<file path="src/rtl/shift_deserializer.sv">
// shift_deserializer
// Collects the bits shifted out of the MSB of an upstream 8-bit shift register,
// rebuilds MSB-first words, and presents each word with even parity on a
// valid/ready output. A completed word that finds the output still occupied is
// dropped and raises a sticky overrun flag. SYNC restarts word framing.
module shift_deserializer #(
    parameter  int WIDTH = 8,
    localparam int CW    = $clog2(WIDTH + 1)
) (
    input  logic             CLK,
    input  logic             Clr,
    input  logic             SIN,
    input  logic             SHIFT,
    input  logic             SYNC,
    input  logic             DREADY,
    output logic [WIDTH-1:0] DOUT,
    output logic             DVALID,
    output logic             PAR,
    output logic             OVF,
    output logic [CW-1:0]    COUNT
);

    // Output holding register is either empty or holds an unconsumed word.
    typedef enum logic {
        ST_EMPTY = 1'b0,
        ST_FULL  = 1'b1
    } state_t;

    state_t             state_reg;
    // Only the low WIDTH-1 bits of the accumulator are ever needed: the word
    // is formed from them plus SIN on the completing edge, so the top bit
    // would never be read.
    logic [WIDTH-2:0]   acc_reg;
    logic [CW-1:0]      count_reg;
    logic [WIDTH-1:0]   dout_reg;
    logic               par_reg;
    logic               ovf_reg;

    logic [WIDTH-1:0]   word_next;
    logic [WIDTH-1:0]   par_chain;
    logic               last_bit;

    // Candidate word: accumulator shifted left with the incoming bit appended.
    assign word_next = {acc_reg, SIN};
    assign last_bit  = (count_reg == CW'(WIDTH - 1));

    // Even parity of the candidate word as an XOR chain.
    assign par_chain[0] = word_next[0];
    generate
        for (genvar gi = 1; gi < WIDTH; gi++) begin : g_par
            assign par_chain[gi] = par_chain[gi-1] ^ word_next[gi];
        end
    endgenerate

    // Framing, word completion, output handshake and overrun tracking.
    always_ff @(posedge CLK) begin
        if (!Clr) begin
            state_reg <= ST_EMPTY;
            acc_reg   <= '0;
            count_reg <= '0;
            dout_reg  <= '0;
            par_reg   <= 1'b0;
            ovf_reg   <= 1'b0;
        end else begin
            // Consumer takes the word; a completion below may refill it.
            if (state_reg == ST_FULL && DREADY) begin
                state_reg <= ST_EMPTY;
            end

            if (SYNC) begin
                // Drop the partial word; SIN is ignored this edge.
                acc_reg   <= '0;
                count_reg <= '0;
            end else if (SHIFT) begin
                if (last_bit) begin
                    acc_reg   <= '0;
                    count_reg <= '0;
                    if (state_reg == ST_EMPTY || DREADY) begin
                        dout_reg  <= word_next;
                        par_reg   <= par_chain[WIDTH-1];
                        state_reg <= ST_FULL;
                    end else begin
                        // Output still occupied and not being read: lose word.
                        ovf_reg <= 1'b1;
                    end
                end else begin
                    acc_reg   <= word_next[WIDTH-2:0];
                    count_reg <= count_reg + CW'(1);
                end
            end
        end
    end

    assign DOUT   = dout_reg;
    assign DVALID = (state_reg == ST_FULL);
    assign PAR    = par_reg;
    assign OVF    = ovf_reg;
    assign COUNT  = count_reg;

endmodule

</file>
<file path="config.mk">
export PLATFORM = sky130hd
export DESIGN_NAME = shift_deserializer
export DESIGN_NICKNAME = d
export VERILOG_FILES = /design/src/rtl/shift_deserializer.sv
export SDC_FILE = /design/constraint.sdc
export NUM_CORES = 1
export LEC_CHECK = 0
export CAP_MARGIN = 30
export CORE_MARGIN = 2
export CORE_UTILIZATION = 54
export CTS_BUF_LIST = sky130_fd_sc_hd__clkbuf_4
export CTS_CLUSTER_DIAMETER = 40
export DETAILED_ROUTE_END_ITERATION = 8
export GPL_TIMING_DRIVEN = 0
export PLACE_DENSITY_LB_ADDON = 0.25
export SYNTH_ARGS = -nofsm -noshare
export SYNTH_HDL_FRONTEND = slang
export SYNTH_SLANG_ARGS = --single-unit
</file>
<file path="constraint.sdc">
create_clock -name CLK -period 2.2 [get_ports CLK]
set_input_delay 0.33 -clock CLK [delete_from_list [all_inputs] [get_ports CLK]]
set_output_delay 0.33 -clock CLK [all_outputs]
set_load 0.03 [all_outputs]
</file>
* Yosys cells after proc, flatten, opt, wreduce, memory -nomap -nowiden
Index checks and enable logic that the tools add are counted.
** Cells by class
- Add/subtract/negate cells :: 1
- Equal/unequal tests :: 1
- Muxes and demuxes :: 7
- Bitwise gates (word level) :: 11
- Reduce and logical (&&, ||, !) cells :: 5
** Operator list (count)
- $reduce_and 4->1 :: 2
- $mux 7 :: 1
- $xor 1x1->1 :: 7
- $mux 1 :: 5
- $add 4x1->4 const B :: 1
- $eq 4x3->1 const B :: 1
- $mux 4 :: 1
- $not 1->1 :: 4
- $reduce_or 2->1 :: 1
- $logic_and 1x1->1 :: 1
- $logic_or 1x1->1 :: 1
** Word-level totals
- Bits in registers :: 22
- Input port bits :: 6
- Output and inout port bits :: 15
- Word-level logic and storage cells :: 31

* Logic depth before layout (Yosys ltp)
- Word-level depth :: 7
- Gate-level depth with buffers :: 6
- Depth with buffers taken out :: 5

* Worst setup path after synthesis
Ideal clock, no wire load.
- Path type :: flip-flop to flip-flop
- Start point :: register count_reg[0], in the netlist COUNT[0]
- End point :: register dout_reg[0], in the netlist DOUT[0]
- Library setup time :: 0.116 ns
- Arrival time :: 1.501 ns
- Data required time :: 2.084 ns
- Slack :: 0.583 ns
- Cell stages (with the launch flop) :: 7
- Path buffers :: 1
- Cells stage by stage :: dfxtp_1 ha_1 nand2_1 nor4_1 buf_4 mux2i_1 nor2b_1
** Between the ends
- Longest elaborated chain between the ends :: 2
** RTL lines
- start: declaration :: RTL line 34 : logic [CW-1:0] count_reg;
- start signal: assignment :: RTL line 88 : count_reg <= count_reg + CW'(1);
- $eq 4x3->1 :: RTL line 45 : assign last_bit = (count_reg == CW'(WIDTH - 1));
- $reduce_and 4->1 (no source line)
- end signal: assignment :: RTL line 79 : dout_reg <= word_next;
- end: declaration :: RTL line 35 : logic [WIDTH-1:0] dout_reg;
No other way between the ends.
A chain may end at the register's enable or synchronous reset.

* Final worst setup path
- Start point :: register count_reg[2], in the netlist COUNT[2]
- End point :: output COUNT[2]
** RTL lines
- end: declaration :: RTL line 20 : output logic [CW-1:0] COUNT
No word-level cell between the ends.

==> impl_metrics.json <==
{
  "io_buffers": 20,
  "cp_cell_sequence": "clkdlybuf4s50_1",
  "status": "finished, final reports clean",
  "p_int_mw": 0.4858,
  "avgSynthCellArea_um2": 9.477,
  "slew_headroom_pct": 71.51,
  "grt_max_degree": 13,
  "antenna_found_initial": 0,
  "synth_common_cells": "dfxtp_1 (22), nand2_1 (16), a21oi_1 (10), mux2i_1 (10), nor2b_1 (10)",
  "clock_latency_ns": 0.30,
  "rr_worst_depth": 6,
  "seqPwrFrac_pct": 64.8,
  "peakVddDrop_uv": 348.7,
  "min_delay_path_depth": 2,
  "fin_crit_sh_pct": 81.28,
  "tightestPinTransition_ns": 0.4274,
  "grt_pass1_wl_um": 2608,
  "yosys.area.top_type": "dfxtp_1",
  "cts_tree": "done",
  "critPathBufInv": 1,
  "crit_cells": 1,
  "largest_register_ff_count": 8,
  "numCtsBuffers": 3,
  "p_switching_mw": 0.1354,
  "netlist-cell-type-count": 21,
  "gp_congestion": 0.6762,
  "powerDensity_nw_per_um2": 546.2,
  "critPathKind": "reg -> out",
  "required_ns": 1.87,
  "async_reset_ff_share_pct": 0,
  "slowest_stage": "clkdlybuf4s50_1",
  "p_comb_share_pct": 6.3,
  "setup-tns-final_ns": 0,
  "vias": 690,
  "synth_most_common_cell": "dfxtp_1",
  "drv_slew": 0,
  "critPathTopFamily": "buffers and inverters",
  "finalSetupViolCount": 0,
  "period_needed_ns": 1.788,
  "hold_path.class": "reg -> reg",
  "first_pass_iters": 4,
  "h-tree-depth": 1,
  "synth_fp_nets": 101,
  "wl_um": 1540,
  "die-width_um": 44.62,
  "cp-start-kind": "flop",
  "drv_cap": 0,
  "grt-ovfl-total": 0,
  "cts_setup_buffers": 0,
  "end_kind": "output pin",
  "dp_hpwl_um": 1147,
  "io_pins": 21,
  "grt_use_total_pct": 18.14,
  "max_freq_mhz": 559.2,
  "syn_inst": 94,
  "drt_iter0_drc": 15,
  "cts_sinks": 22,
  "worst_clock_skew_ns": 0.006460,
  "first_global_vias": 629,
  "clock_power_share_pct": 28.9,
  "p_leak_nw": 0.3562,
  "hold_buffers": 0,
  "die_h_um": 44.62,
  "dieArea_um2": 1991,
  "clk_pin_slew_ns": 0.11,
  "initial_core_util_pct": 58.46,
  "via_per_inst": 5.149,
  "rsz0062_at_grt": "no",
  "clockRootBuffer": "clkbuf_4",
  "cp.arrival_ns": 1.46,
  "ys_warn_count": 0,
  "syn-cell-area_um2": 890.9,
  "clockBufferDepth": 2,
  "swShare_pct": 21.79,
  "slowest_delay_ns": 0.71,
  "cp_max_fo": 5,
  "row_count": 14,
  "synth_top_area_share_pct": 49.44,
  "core_area_um2": 1524,
  "synth-seq-area-share_pct": 49.44,
  "finalHoldViolCount": 0,
  "areaGrowthSynthToFinish_pct": 27.67,
  "postRouteAntennaNets": 0,
  "wire_per_inst_um": 11.49,
  "synth_edf_count": 0,
  "cts-resized-gates": 0,
  "final_util_pct": 74.63,
  "layout-drive-gt1-share_pct": 4.237,
  "diodes": 0,
  "drcViolationCount": 0,
  "synth.area.top_cells": "dfxtp_1 (49%), mux2i_1 (11%), nor2b_1 (7.0%)",
  "synth_seq_cells": 22,
  "synth-main-ff-cell": "dfxtp_1",
  "fin_nets": 126
}
[power groups by stage]
stage,registers [mW],clock network (mW),logic (mW)
after floorplan,0.413,0,0.0195
after global placement,0.411,0,0.0386
after detailed placement,0.411,0,0.0392
after CTS,0.402,0.186,0.0394
after global routing,0.403,0.201,0.0428
final,0.402,0.180,0.0390
[stage by stage]
stage / std cells / power (mW) / setup WS, ns / hold slack (ns) / area [µm²]
after CTS: 134 / 0.6277 / 0.3975 / 0.5097 / 1137
after global routing: 134 / 0.6471 / 0.3280 / 0.5331 / 1137
after detailed placement: 130 / 0.4506 / 0.3379 / 0.4842 / 1111
final: 134 / 0.6212 / 0.4119 / 0.5030 / 1137
after global placement: 130 / 0.4500 / 0.3788 / 0.4736 / 1111
after floorplan: 94 / 0.4327 / 0.5825 / 0.4582 / 890.9
[cell type report]
| class | instances | area [µm²] |
|---|---|---|
| Sequential cell | 22 | 440.4 |
| Multi-Input combinational cell | 67 | 427.9 |
| Fill cell | 112 | 386.6 |
| Timing Repair Buffer | 20 | 200.2 |
| Clock buffer | 3 | 22.52 |
| Tap cell | 16 | 20.02 |
| Buffer | 3 | 15.01 |
| Inverter | 2 | 7.507 |
| Clock inverter | 1 | 3.754 |
[path summary, 6_finish.rpt]
kind	from	to	slack (ns)
min	COUNT[3]	COUNT[3]	0.50
min reg2reg	COUNT[3]	COUNT[3]	0.50
max	COUNT[2]	COUNT[2]	0.41
max reg2reg	COUNT[0]	DOUT[2]	0.61
[cell families (layout without fill, tap and decap cells)]
kind of cell / Yosys count / after routing / synth area share [%]
fa+ha+maj: 1 / 1 / 1.404
flops: 22 / 22 / 49.44
simple gates: 35 / 35 / 19.10
xor+xnor: 8 / 8 / 7.865
mux: 10 / 10 / 11.24
buf+inv: 5 / 29 / 2.528
compound gates: 13 / 13 / 8.427
[routing by layer]
metal	vias to the layer above	global-route usage, %	wire length, µm
met5	-	0	0
met2	14	27.83	713
met4	0	11.52	22
met3	4	3.673	53
met1	311	23.04	751
li1	361	-	-
[layout by cell type, fill, tap and decap left out, types with 3 or more instances in the layout]
| master | netlist | routed |
|---|---|---|
| nand2_1 | 16 | 16 |
| nor2b_1 | 10 | 10 |
| mux2i_1 | 10 | 10 |
| dfxtp_1 | 22 | 22 |
| xnor2_1 | 7 | 7 |
| clkbuf_4 | 0 | 3 |
| a21oi_1 | 10 | 10 |
| clkdlybuf4s50_1 | 0 | 20 |
| nor2_1 | 3 | 3 |
Power figures use the tool's default switching activity.
